[src/rtl/posit_regime_pkg.sv]
// rtl/posit_regime_pkg.sv - shared types and round-robin helper for the posit regime arbiter
package posit_regime_pkg;

  // Reference geometry for the packed result record (32-bit posits).
  localparam int PKG_WIDTH = 32;
  localparam int PKG_CW    = $clog2(PKG_WIDTH);

  // Upper bound on lanes the round-robin helper can scan.
  localparam int MAX_REQ   = 16;

  typedef struct packed {
    logic                  sign;
    logic                  special;
    logic [PKG_CW-1:0]     count;
    logic signed [PKG_CW:0] k;
    logic [PKG_WIDTH-2:0]  rem;
  } regime_res_t;

  // Returns the first requesting lane at or above ptr (wrapping modulo n),
  // or -1 when no lane in [0, n) requests.
  function automatic int next_rr_grant(input logic [MAX_REQ-1:0] req,
                                       input int ptr,
                                       input int n);
    int g;
    int j;
    g = -1;
    // Scan from the far end so the smallest offset from ptr wins.
    for (int i = MAX_REQ - 1; i >= 0; i--) begin
      if (i < n) begin
        j = ptr + i;
        if (j >= n) j = j - n;
        if (req[j]) g = j;
      end
    end
    return g;
  endfunction

endpackage

[src/rtl/posit_regime_counter.sv]
// rtl/posit_regime_counter.sv - combinational regime run-length, k and remainder extraction
// Ports:
//   v     : posit magnitude without the sign bit (WIDTH-1 bits)
//   count : run length of bits equal to v's MSB, saturating at WIDTH-1
//   k     : signed regime value
//   rem   : bits after the regime terminator, MSB-aligned, zero-filled
module posit_regime_counter
  import posit_regime_pkg::*;
#(
  parameter int WIDTH = 32,
  parameter int CW    = $clog2(WIDTH)
) (
  input  logic [WIDTH-2:0]      v,
  output logic [CW-1:0]         count,
  output logic signed [CW:0]    k,
  output logic [WIDTH-2:0]      rem
);

  localparam int M  = WIDTH - 1;
  localparam int LW = $clog2(M);
  localparam int P  = 1 << LW;

  logic              lead;
  logic [M-1:0]      x;
  logic [P-1:0]      xp;
  logic              zf  [LW+1][P];
  logic [LW:0]       cnt [LW+1][P];
  logic signed [CW:0] cs;
  logic [CW:0]       shamt;

  always_comb begin
    lead = v[M-1];
    // Runs of ones become runs of zeros so one leading-zero tree serves both.
    x  = lead ? ~v : v;
    // Pad with ones below so an all-zero x counts exactly M.
    xp = '1;
    xp[P-1 -: M] = x;

    for (int l = 0; l <= LW; l++) begin
      for (int i = 0; i < P; i++) begin
        zf[l][i]  = 1'b0;
        cnt[l][i] = '0;
      end
    end
    for (int i = 0; i < P; i++) begin
      zf[0][i] = ~xp[P-1-i];
    end
    // Pairwise merge: the left (more significant) half's count stands unless
    // it is all zero, in which case its size is added to the right half.
    for (int l = 1; l <= LW; l++) begin
      for (int i = 0; i < (P >> l); i++) begin
        zf[l][i]  = zf[l-1][2*i] & zf[l-1][2*i+1];
        cnt[l][i] = zf[l-1][2*i] ? ((LW+1)'(1 << (l-1)) + cnt[l-1][2*i+1])
                                 : cnt[l-1][2*i];
      end
    end

    count = CW'(cnt[LW][0]);
    cs    = {1'b0, count};
    k     = lead ? (cs - (CW+1)'(1)) : -cs;
    shamt = {1'b0, count} + (CW+1)'(1);
    rem   = (count == CW'(M)) ? '0 : (v << shamt);
  end

endmodule

[src/rtl/posit_regime_arbiter.sv]
// rtl/posit_regime_arbiter.sv - round-robin shared regime decoder with 2-stage valid/ready pipeline
// Ports:
//   clk, rst_n          : clock, asynchronous active-low reset
//   flush               : synchronous clear of both pipeline stages
//   req_valid/req_ready : per-lane request handshake (ready one-hot or zero)
//   req_posit           : lane i operand at [i*WIDTH +: WIDTH]
//   rsp_valid/rsp_ready : result handshake
//   rsp_id, rsp_sign, rsp_special, rsp_count, rsp_k, rsp_rem : decoded result
module posit_regime_arbiter
  import posit_regime_pkg::*;
#(
  parameter int N_REQ = 4,
  parameter int WIDTH = 32,
  parameter int CW    = $clog2(WIDTH),
  parameter int IDW   = $clog2(N_REQ)
) (
  input  logic                     clk,
  input  logic                     rst_n,
  input  logic                     flush,
  input  logic [N_REQ-1:0]         req_valid,
  output logic [N_REQ-1:0]         req_ready,
  input  logic [N_REQ*WIDTH-1:0]   req_posit,
  output logic                     rsp_valid,
  input  logic                     rsp_ready,
  output logic [IDW-1:0]           rsp_id,
  output logic                     rsp_sign,
  output logic                     rsp_special,
  output logic [CW-1:0]            rsp_count,
  output logic signed [CW:0]       rsp_k,
  output logic [WIDTH-2:0]         rsp_rem
);

  logic [IDW-1:0]    ptr;
  int                gnt;
  logic              gnt_found;
  logic [IDW-1:0]    gnt_id;
  logic [WIDTH-1:0]  lane_posit;
  logic              lane_sign;
  logic [WIDTH-2:0]  lane_abs;
  logic              handshake;

  logic              s1_valid;
  logic              s1_advance;
  logic              s1_free;
  logic [IDW-1:0]    s1_id;
  logic              s1_sign;
  logic              s1_special;
  logic [WIDTH-2:0]  s1_v;

  logic [CW-1:0]     c_count;
  logic signed [CW:0] c_k;
  logic [WIDTH-2:0]  c_rem;

  always_comb begin
    gnt        = next_rr_grant(MAX_REQ'(req_valid), int'(ptr), N_REQ);
    gnt_found  = (gnt >= 0);
    gnt_id     = IDW'(gnt);
    lane_posit = req_posit[gnt_id*WIDTH +: WIDTH];
    lane_sign  = lane_posit[WIDTH-1];
    // Low bits of the two's complement depend only on the low bits.
    lane_abs   = lane_sign ? (~lane_posit[WIDTH-2:0] + 1'b1) : lane_posit[WIDTH-2:0];

    s1_advance = s1_valid & (~rsp_valid | rsp_ready);
    s1_free    = ~s1_valid | s1_advance;
    // rst_n gates the handshake so ready reads zero while reset is held.
    handshake  = gnt_found & s1_free & ~flush & rst_n;

    req_ready  = '0;
    if (handshake) req_ready[gnt_id] = 1'b1;
  end

  always_ff @(posedge clk or negedge rst_n) begin
    if (!rst_n) begin
      ptr <= '0;
    end else if (handshake) begin
      ptr <= (gnt_id == IDW'(N_REQ - 1)) ? '0 : gnt_id + 1'b1;
    end
  end

  always_ff @(posedge clk or negedge rst_n) begin
    if (!rst_n) begin
      s1_valid   <= 1'b0;
      s1_id      <= '0;
      s1_sign    <= 1'b0;
      s1_special <= 1'b0;
      s1_v       <= '0;
    end else if (flush) begin
      s1_valid <= 1'b0;
    end else if (handshake) begin
      s1_valid   <= 1'b1;
      s1_id      <= gnt_id;
      s1_sign    <= lane_sign;
      s1_special <= (lane_posit[WIDTH-2:0] == '0);
      s1_v       <= lane_abs;
    end else if (s1_advance) begin
      s1_valid <= 1'b0;
    end
  end

  posit_regime_counter #(
    .WIDTH (WIDTH),
    .CW    (CW)
  ) u_counter (
    .v     (s1_v),
    .count (c_count),
    .k     (c_k),
    .rem   (c_rem)
  );

  always_ff @(posedge clk or negedge rst_n) begin
    if (!rst_n) begin
      rsp_valid   <= 1'b0;
      rsp_id      <= '0;
      rsp_sign    <= 1'b0;
      rsp_special <= 1'b0;
      rsp_count   <= '0;
      rsp_k       <= '0;
      rsp_rem     <= '0;
    end else if (flush) begin
      rsp_valid <= 1'b0;
    end else if (s1_advance) begin
      rsp_valid   <= 1'b1;
      rsp_id      <= s1_id;
      rsp_sign    <= s1_sign;
      rsp_special <= s1_special;
      // Zero and NaR have no regime: report a full-length run with k = 0.
      rsp_count   <= s1_special ? CW'(WIDTH - 1) : c_count;
      rsp_k       <= s1_special ? '0 : c_k;
      rsp_rem     <= s1_special ? '0 : c_rem;
    end else if (rsp_ready) begin
      rsp_valid <= 1'b0;
    end
  end

endmodule

[config.mk]
export PLATFORM = sky130hd
export DESIGN_NAME = posit_regime_arbiter
export DESIGN_NICKNAME = d
export VERILOG_FILES = /design/src/rtl/posit_regime_pkg.sv /design/src/rtl/posit_regime_counter.sv /design/src/rtl/posit_regime_arbiter.sv
export SDC_FILE = /design/constraint.sdc
export NUM_CORES = 1
export LEC_CHECK = 0
export ABC_AREA = 1
export BUFFER_PORTS_ARGS = -buffer_cell sky130_fd_sc_hd__buf_2
export CORE_MARGIN = 5
export CORE_UTILIZATION = 25
export CTS_CLUSTER_DIAMETER = 30
export DETAILED_ROUTE_END_ITERATION = 16
export PLACE_DENSITY = 0.54
export SYNTH_ARGS = -nofsm -noshare
export SYNTH_HDL_FRONTEND = slang
export SYNTH_SLANG_ARGS = --single-unit
[constraint.sdc]
create_clock -name clk -period 6.1 [get_ports clk]
set_clock_uncertainty 0.05 [all_clocks]
set_input_delay 1.525 -clock clk [delete_from_list [all_inputs] [get_ports clk]]
set_output_delay 1.525 -clock clk [all_outputs]
set_load 0.005 [all_outputs]
Word-level counts from Yosys, hierarchy flattened
Index checks and enable logic that the tools add are counted.

Div/mod/pow operators: 0. Equal/unequal tests: 2. Mux-type cells: 68. Add/sub/neg operators: 27. Magnitude comparators: 11. Bitwise logic cells: 67. Reductions and logical operators: 6. Shifts and indexed selects: 2. $mul: 0.

Operators by type and width (number): two-way mux 32 bit (8); < comparator 32 x 6 -> 1 bit (second input constant) (4); indexed part select 128 x 8 -> 32 bit (1); two-way mux 31 bit (4); two-way mux 5 bit (16); inverter 31 bit (2); adder 2 x 5 -> 5 bit (first input constant) (8); inverter 1 bit (33); >= comparator 32 x 1 -> 1 bit (second input constant) (1); adder 31 x 1 -> 31 bit (second input constant) (1); zero test 31 bit (1); two-way mux 1 bit (31); left shift 31 x 6 -> 31 bit (1); bitwise AND 1 bit (30); adder 3 x 5 -> 5 bit (first input constant) (4); binary-select mux 1 bit (select 4 bit) (4); two-way mux 6 bit (2); subtractor 3 x 3 -> 4 bit (second input constant) (3); adder 4 x 5 -> 5 bit (first input constant) (2); >= comparator 3 bit (second input constant) (3); adder 2 x 2 -> 3 bit (second input constant) (2); adder 5 x 1 -> 6 bit (second input constant) (1); negation 5 -> 6 bit (1); nonzero test 3 bit (2); 16 further kinds (18).

Latch bits: 0. Bits of input ports: 136. Output and inout port bits: 51. Flip-flop bits (word level): 85. RAM bits: 0. Memories: 0. Word-level logic and storage cells: 196. Memory bits (read-only): 0.

Longest topological paths before layout
Depth after elaboration: 16. Mapped depth: 28. Gate-level depth less buffers: 24.

By module
A second synthesis with hierarchy kept.

Cell total of the unflattened synthesis: 1370. Area total of the unflattened synthesis: 8460.6 µm².

Modules (own cells, without submodules): posit_regime_arbiter (cells an instance 824, seq. area each 2127.0 µm², instances 1, area an instance 5694.2 µm²); posit_regime_counter (cells an instance 546, seq. area each 0.0 µm², instances 1, area an instance 2766.4 µm²).

Worst setup path after synthesis
No wires, ideal clock.

Path type: input-to-output. Start: input req_valid[1]. End: output req_ready[0]. Required time: 4.525 ns. Slack: 1.488 ns. Buffers on the path: 3. Arrival time: 3.037 ns. Cell stages on the path: 15. Path through: inv_1 nand2_1 nand3_1 nand2_1 nor2_1 nand2_1 nand2_1 nor3_1 a211oi_1 and2_1 clkbuf_1 inv_1 clkbuf_1 clkbuf_1 nor2_1.

Longest elaborated chain between the ends: 12. Elaborated cells between the ends (all ways): 26. Classes of those cells: 3 x order compare; 19 x mux; 3 x bitwise; 1 x reduce/logical.

RTL lines: start, declared (line posit_regime_arbiter.sv:20) `input logic [N_REQ-1:0] req_valid,`; binary-select mux 1 bit (select 4 bit) (line posit_regime_pkg.sv:32) `if (req[j]) g = j;`; two-way mux 1 bit (implied by the code) (2 in series) (line posit_regime_pkg.sv:32); two-way mux 32 bit (3 in series) (line posit_regime_pkg.sv:32); two-way mux 32 bit (*) (line posit_regime_pkg.sv:32); >= comparator 32 x 1 -> 1 bit (tied with other cells) (line posit_regime_arbiter.sv:56) `gnt_found = (gnt >= 0);`; bitwise AND 1 bit / logical AND 1 bit (equally long branches) (line posit_regime_arbiter.sv:66, posit_regime_arbiter.sv:69); bitwise AND 1 bit / two-way mux 1 bit (equally long branches) (line posit_regime_arbiter.sv:66, posit_regime_arbiter.sv:69); bitwise AND 1 bit / demux 1 bit (select 2 bit) (equally long branches) (line posit_regime_arbiter.sv:66, posit_regime_arbiter.sv:69); two-way mux 4 bit (*) (line posit_regime_arbiter.sv:69) `if (handshake) req_ready[gnt_id] = 1'b1;`; end, declared (line posit_regime_arbiter.sv:21) `output logic [N_REQ-1:0] req_ready,`.

Mark *: on every way between the ends. The rest lies on a longest branch, timed or not. The select of a mux whose other input is x is not followed.

Worst setup path after layout
Start: register s1_v[30]. End: register rsp_rem[26].

Longest elaborated chain between the ends: 14. Elaborated cells between the ends (all ways): 109. Classes of those cells: 16 x add/sub; 1 x eq/ne; 1 x shift; 34 x mux; 57 x bitwise.

RTL lines: start, declared (line posit_regime_arbiter.sv:48) `logic [WIDTH-2:0] s1_v;`; start signal, assigned (line posit_regime_arbiter.sv:94) `s1_v <= lane_abs;`; two-way mux 31 bit (line posit_regime_counter.sv:34) `x = lead ? ~v : v;`; two-way mux 1 bit / inverter 1 bit (equally long branches) (line posit_regime_counter.sv:53, posit_regime_counter.sv:46); adder 2 x 5 -> 5 bit / bitwise AND 1 bit (equally long branches) (line posit_regime_counter.sv:53, posit_regime_counter.sv:52); two-way mux 5 bit (line posit_regime_counter.sv:53) `cnt[l][i] = zf[l-1][2*i] ? ((LW+1)'(1 << (l-1)) + cnt[l-1][2*i+1])`; adder 3 x 5 -> 5 bit (line posit_regime_counter.sv:53); two-way mux 5 bit (line posit_regime_counter.sv:53); adder 4 x 5 -> 5 bit (line posit_regime_counter.sv:53); two-way mux 5 bit (line posit_regime_counter.sv:53); adder 5 bit (line posit_regime_counter.sv:53); two-way mux 5 bit (line posit_regime_counter.sv:53); adder 5 x 1 -> 6 bit (line posit_regime_counter.sv:61) `shamt = {1'b0, count} + (CW+1)'(1);`; left shift 31 x 6 -> 31 bit (line posit_regime_counter.sv:62) `rem = (count == CW'(M)) ? '0 : (v << shamt);`; two-way mux 31 bit (*) (line posit_regime_counter.sv:62); two-way mux 31 bit (*) (line posit_regime_arbiter.sv:129) `rsp_rem <= s1_special ? '0 : c_rem;`; end signal, assigned (line posit_regime_arbiter.sv:129); end, declared (line posit_regime_arbiter.sv:30) `output logic [WIDTH-2:0] rsp_rem`.

Mark *: on every way between the ends. The rest lies on a longest branch, timed or not. A chain may end at the register's enable or synchronous reset.

==> impl_metrics.csv <==
group,metric,value,unit
sta,grt_setup_unrepaired,"false",
layout,layout.cells.most_common,"sky130_fd_sc_hd__nand2_1",
layout,area_growth,19.0,%
yosys,syn-cell-area,7910,um2
detailed_routing,drt-pass1-iter-count,7,
detailed_routing,detailroute.wirelength.met3,1710,um
placed_design,port_buffers,186,
clocking,cts_htree_levels,3,
placed_design,dp_hpwl,21900,um
floorplanning,design.die.area,35300,um2
layout,diodes,0,
clocking,postCtsHoldBufs,0,
detailed_routing,drt.antenna.violating_nets,0,
sta,post-route-min-period,5.10,ns
floorplanning,die-width,188,um
global_routing,number_of_global_route_vias_before_repair,8475,
min_path,holdCritPathClass,"reg -> reg",
layout,top_library_cells_by_usage_in_the_layout_fill_and_taps_aside,"477 x sky130_fd_sc_hd__nand2_1, 252 x sky130_fd_sc_hd__nand3_1, 185 x sky130_fd_sc_hd__buf_2",
yosys,synthesis.yosys.warnings,0,
sta,tightest_slew,0.697,ns
yosys,synth.ff_latch_count,85,
worst_setup_path,cp_max_fo,50,
clocking,cts.sink_count,85,
yosys,async_reset_ff_frac,1.00,
global_routing,grt_pass1_wl,45100,um
yosys,syn-instance-count,1311,
detailed_routing,vias_per_cell,4.77,
yosys,synth_edf_count,0,
floorplanning,fp.dieH,188,um
floorplanning,design.core.area,31400,um2
detailed_routing,highest_layer,"met4",
detailed_routing,drc_errors_left,0,
sta,final-max-slew-violation-count,0,
global_routing,groute.usage.overall,0.153,
yosys,syn_area_per_cell,6.03,um2
sta,max_slew_margin,0.534,
detailed_routing,dr_total_vias,8874,
sta,max_freq,196,MHz
layout,register_area,2130,um2
flow_run,maxCapViolCount,0,
worst_setup_path,timing_worst_setup_path_type,"reg -> reg",
clocking,cts_made_buffers,9,
floorplanning,num_io_pins,187,
clocking,cts_max_path_buffers,2,
global_routing,grt_antenna_before_repair,0,
sta,setup-tns-final,0,ns
layout,final_core_utilization,0.300,
worst_setup_path,crit_path_end_kind,"flip-flop",
worst_setup_path,data_required_time_at_the_worst_endpoint,6.34,ns
outcome,run_status,"complete, no violations",
global_routing,grt_remaining_overflow,0,
floorplanning,starting_density_of_the_core,0.252,
detailed_routing,finalWirelength,27500,um
placed_design,gp_congestion,0.885,
yosys,synth_flop_cell,"sky130_fd_sc_hd__dfrtp_1",
layout,multi_input_area,5080,um2
floorplanning,placement_row_count,65,
worst_setup_path,startpoint_type,"flip-flop",
yosys,ys_types,44,
layout,num-nets-final,1602,
clocking,cts_tree,"yes",
worst_setup_path,critical_path_arrival,5.34,ns
placed_design,place_inst,1843,
global_routing,pin_count_of_the_biggest_net_entering_global_routing,66,
clocking,clock_tree.root_cell,"sky130_fd_sc_hd__clkbuf_16",
sta,finalHoldViolations,0,
detailed_routing,drt_iter0_drc,622,
detailed_routing,m1WireLength,13900,um
layout,layout.filler_cells,3584,
clocking,clk_pin_slew,0.06,ns
detailed_routing,met2_routed_wl,11500,um
layout,final_cell_count_no_fill,1859,
clocking,postCtsResizedCells,0,
yosys,syn-num-nets,1461,
layout,fraction_of_final_layout_cells_with_drive_strength_greater_than_1,0.177,
clocking,postCtsSetupBuffers,0,
detailed_routing,route.detailed.wl_per_inst,14.8,um
clocking,clock_latency,0.35,ns
sta,finalSetupViolCount,0,
sta,finalCritPeriodShare,0.836,
yosys,seq_area_frac_synth,0.269,
==> layout make-up <==
cell class | instances | area share
repair buffers | 202 | 0.112
clock buffers | 10 | 0.0254
well taps | 402 | 0.0535
clock inverters | 6 | 0.00745
inverters | 89 | 0.0355
multi-input cells | 1065 | 0.540
flip-flops and latches | 85 | 0.226
==> metrics by stage <==
step | setup WS, ns | hold WS [ns] | instance area, um2
5_1_grt | 0.410 | 0.439 | 9410
3_5_place_dp | 1.05 | 0.410 | 9100
6_report | 0.998 | 0.421 | 9410
4_1_cts | 1.03 | 0.427 | 9410
3_3_place_gp | 1.14 | 0.407 | 9100
2_1_floorplan | 1.49 | 0.399 | 7910
==> registers in the layout, summed over array words and instances (netlist names) <==
signal and cells:
ptr 2, rsp_count 5, rsp_id 2, rsp_k 6
rsp_rem 31, rsp_sign 1, rsp_special 1, rsp_valid 1
s1_id 2, s1_sign 1, s1_special 1, s1_v 31
s1_valid 1
==> cells by family after synthesis <==
group                      share of synthesized area
xor gates and xnor gates                      0.0366
adders and majority gates                     0.0222
AOI/OAI and AO/OA                              0.116
DFF                                            0.269
buffers and inverters                         0.0885
and+or+nand+nor                                0.467
==> critical path: stages, from the launching register on <==
cell and delay, ns:
sky130_fd_sc_hd__dfrtp_1 0.79, sky130_fd_sc_hd__buf_4 0.35, sky130_fd_sc_hd__nand2_1 0.10, sky130_fd_sc_hd__o21ai_1 0.16, sky130_fd_sc_hd__nand2_1 0.12, sky130_fd_sc_hd__nor3b_4 0.28
sky130_fd_sc_hd__nand2_4 0.15, sky130_fd_sc_hd__inv_1 0.10, sky130_fd_sc_hd__nand2_1 0.07, sky130_fd_sc_hd__nand2_2 0.52, sky130_fd_sc_hd__inv_1 0.13, sky130_fd_sc_hd__ha_1 0.25
sky130_fd_sc_hd__nand2_1 0.07, sky130_fd_sc_hd__nor2_1 0.04, sky130_fd_sc_hd__ha_1 0.52, sky130_fd_sc_hd__clkinv_1 0.37, sky130_fd_sc_hd__nor2_1 0.58, sky130_fd_sc_hd__o211ai_1 0.25
sky130_fd_sc_hd__nand3_1 0.12
==> path summary, 6_finish.rpt <==
path,start,end,slack [ns],cells after the start
max,s1_v[30],rsp_rem[26],1.0,18
min,rsp_rem[17],rsp_rem[17],0.42,2
max reg2reg,s1_v[30],rsp_rem[26],1.0,18
min reg2reg,rsp_rem[17],rsp_rem[17],0.42,2
max in group asynchronous,rst_n,rsp_rem[3],3.85,2
min in group asynchronous,rst_n,rsp_rem[9],1.09,1
==> Yosys cell counts, drive strengths merged, types with 16 or more instances <==
cell / number / area share
inv: 87 / 0.041
buf: 44 / 0.033
dfrtp: 85 / 0.27
or2: 16 / 0.013
xor2: 17 / 0.021
a21oi: 29 / 0.018
nand2: 481 / 0.23
o21ai: 104 / 0.070
nand4: 17 / 0.013
clkbuf: 28 / 0.013
nor2: 81 / 0.041
nand3: 252 / 0.16
==> routing by layer <==
layer  GRT usage  vias up
li1            -     4586
met2       0.229      292
met5           0        -
met1       0.227     3971
met3      0.0341       25
met4      0.0299        0
Power is not shown: default switching activity piles up to over one toggle a cycle in this logic, so the estimate is an artifact.
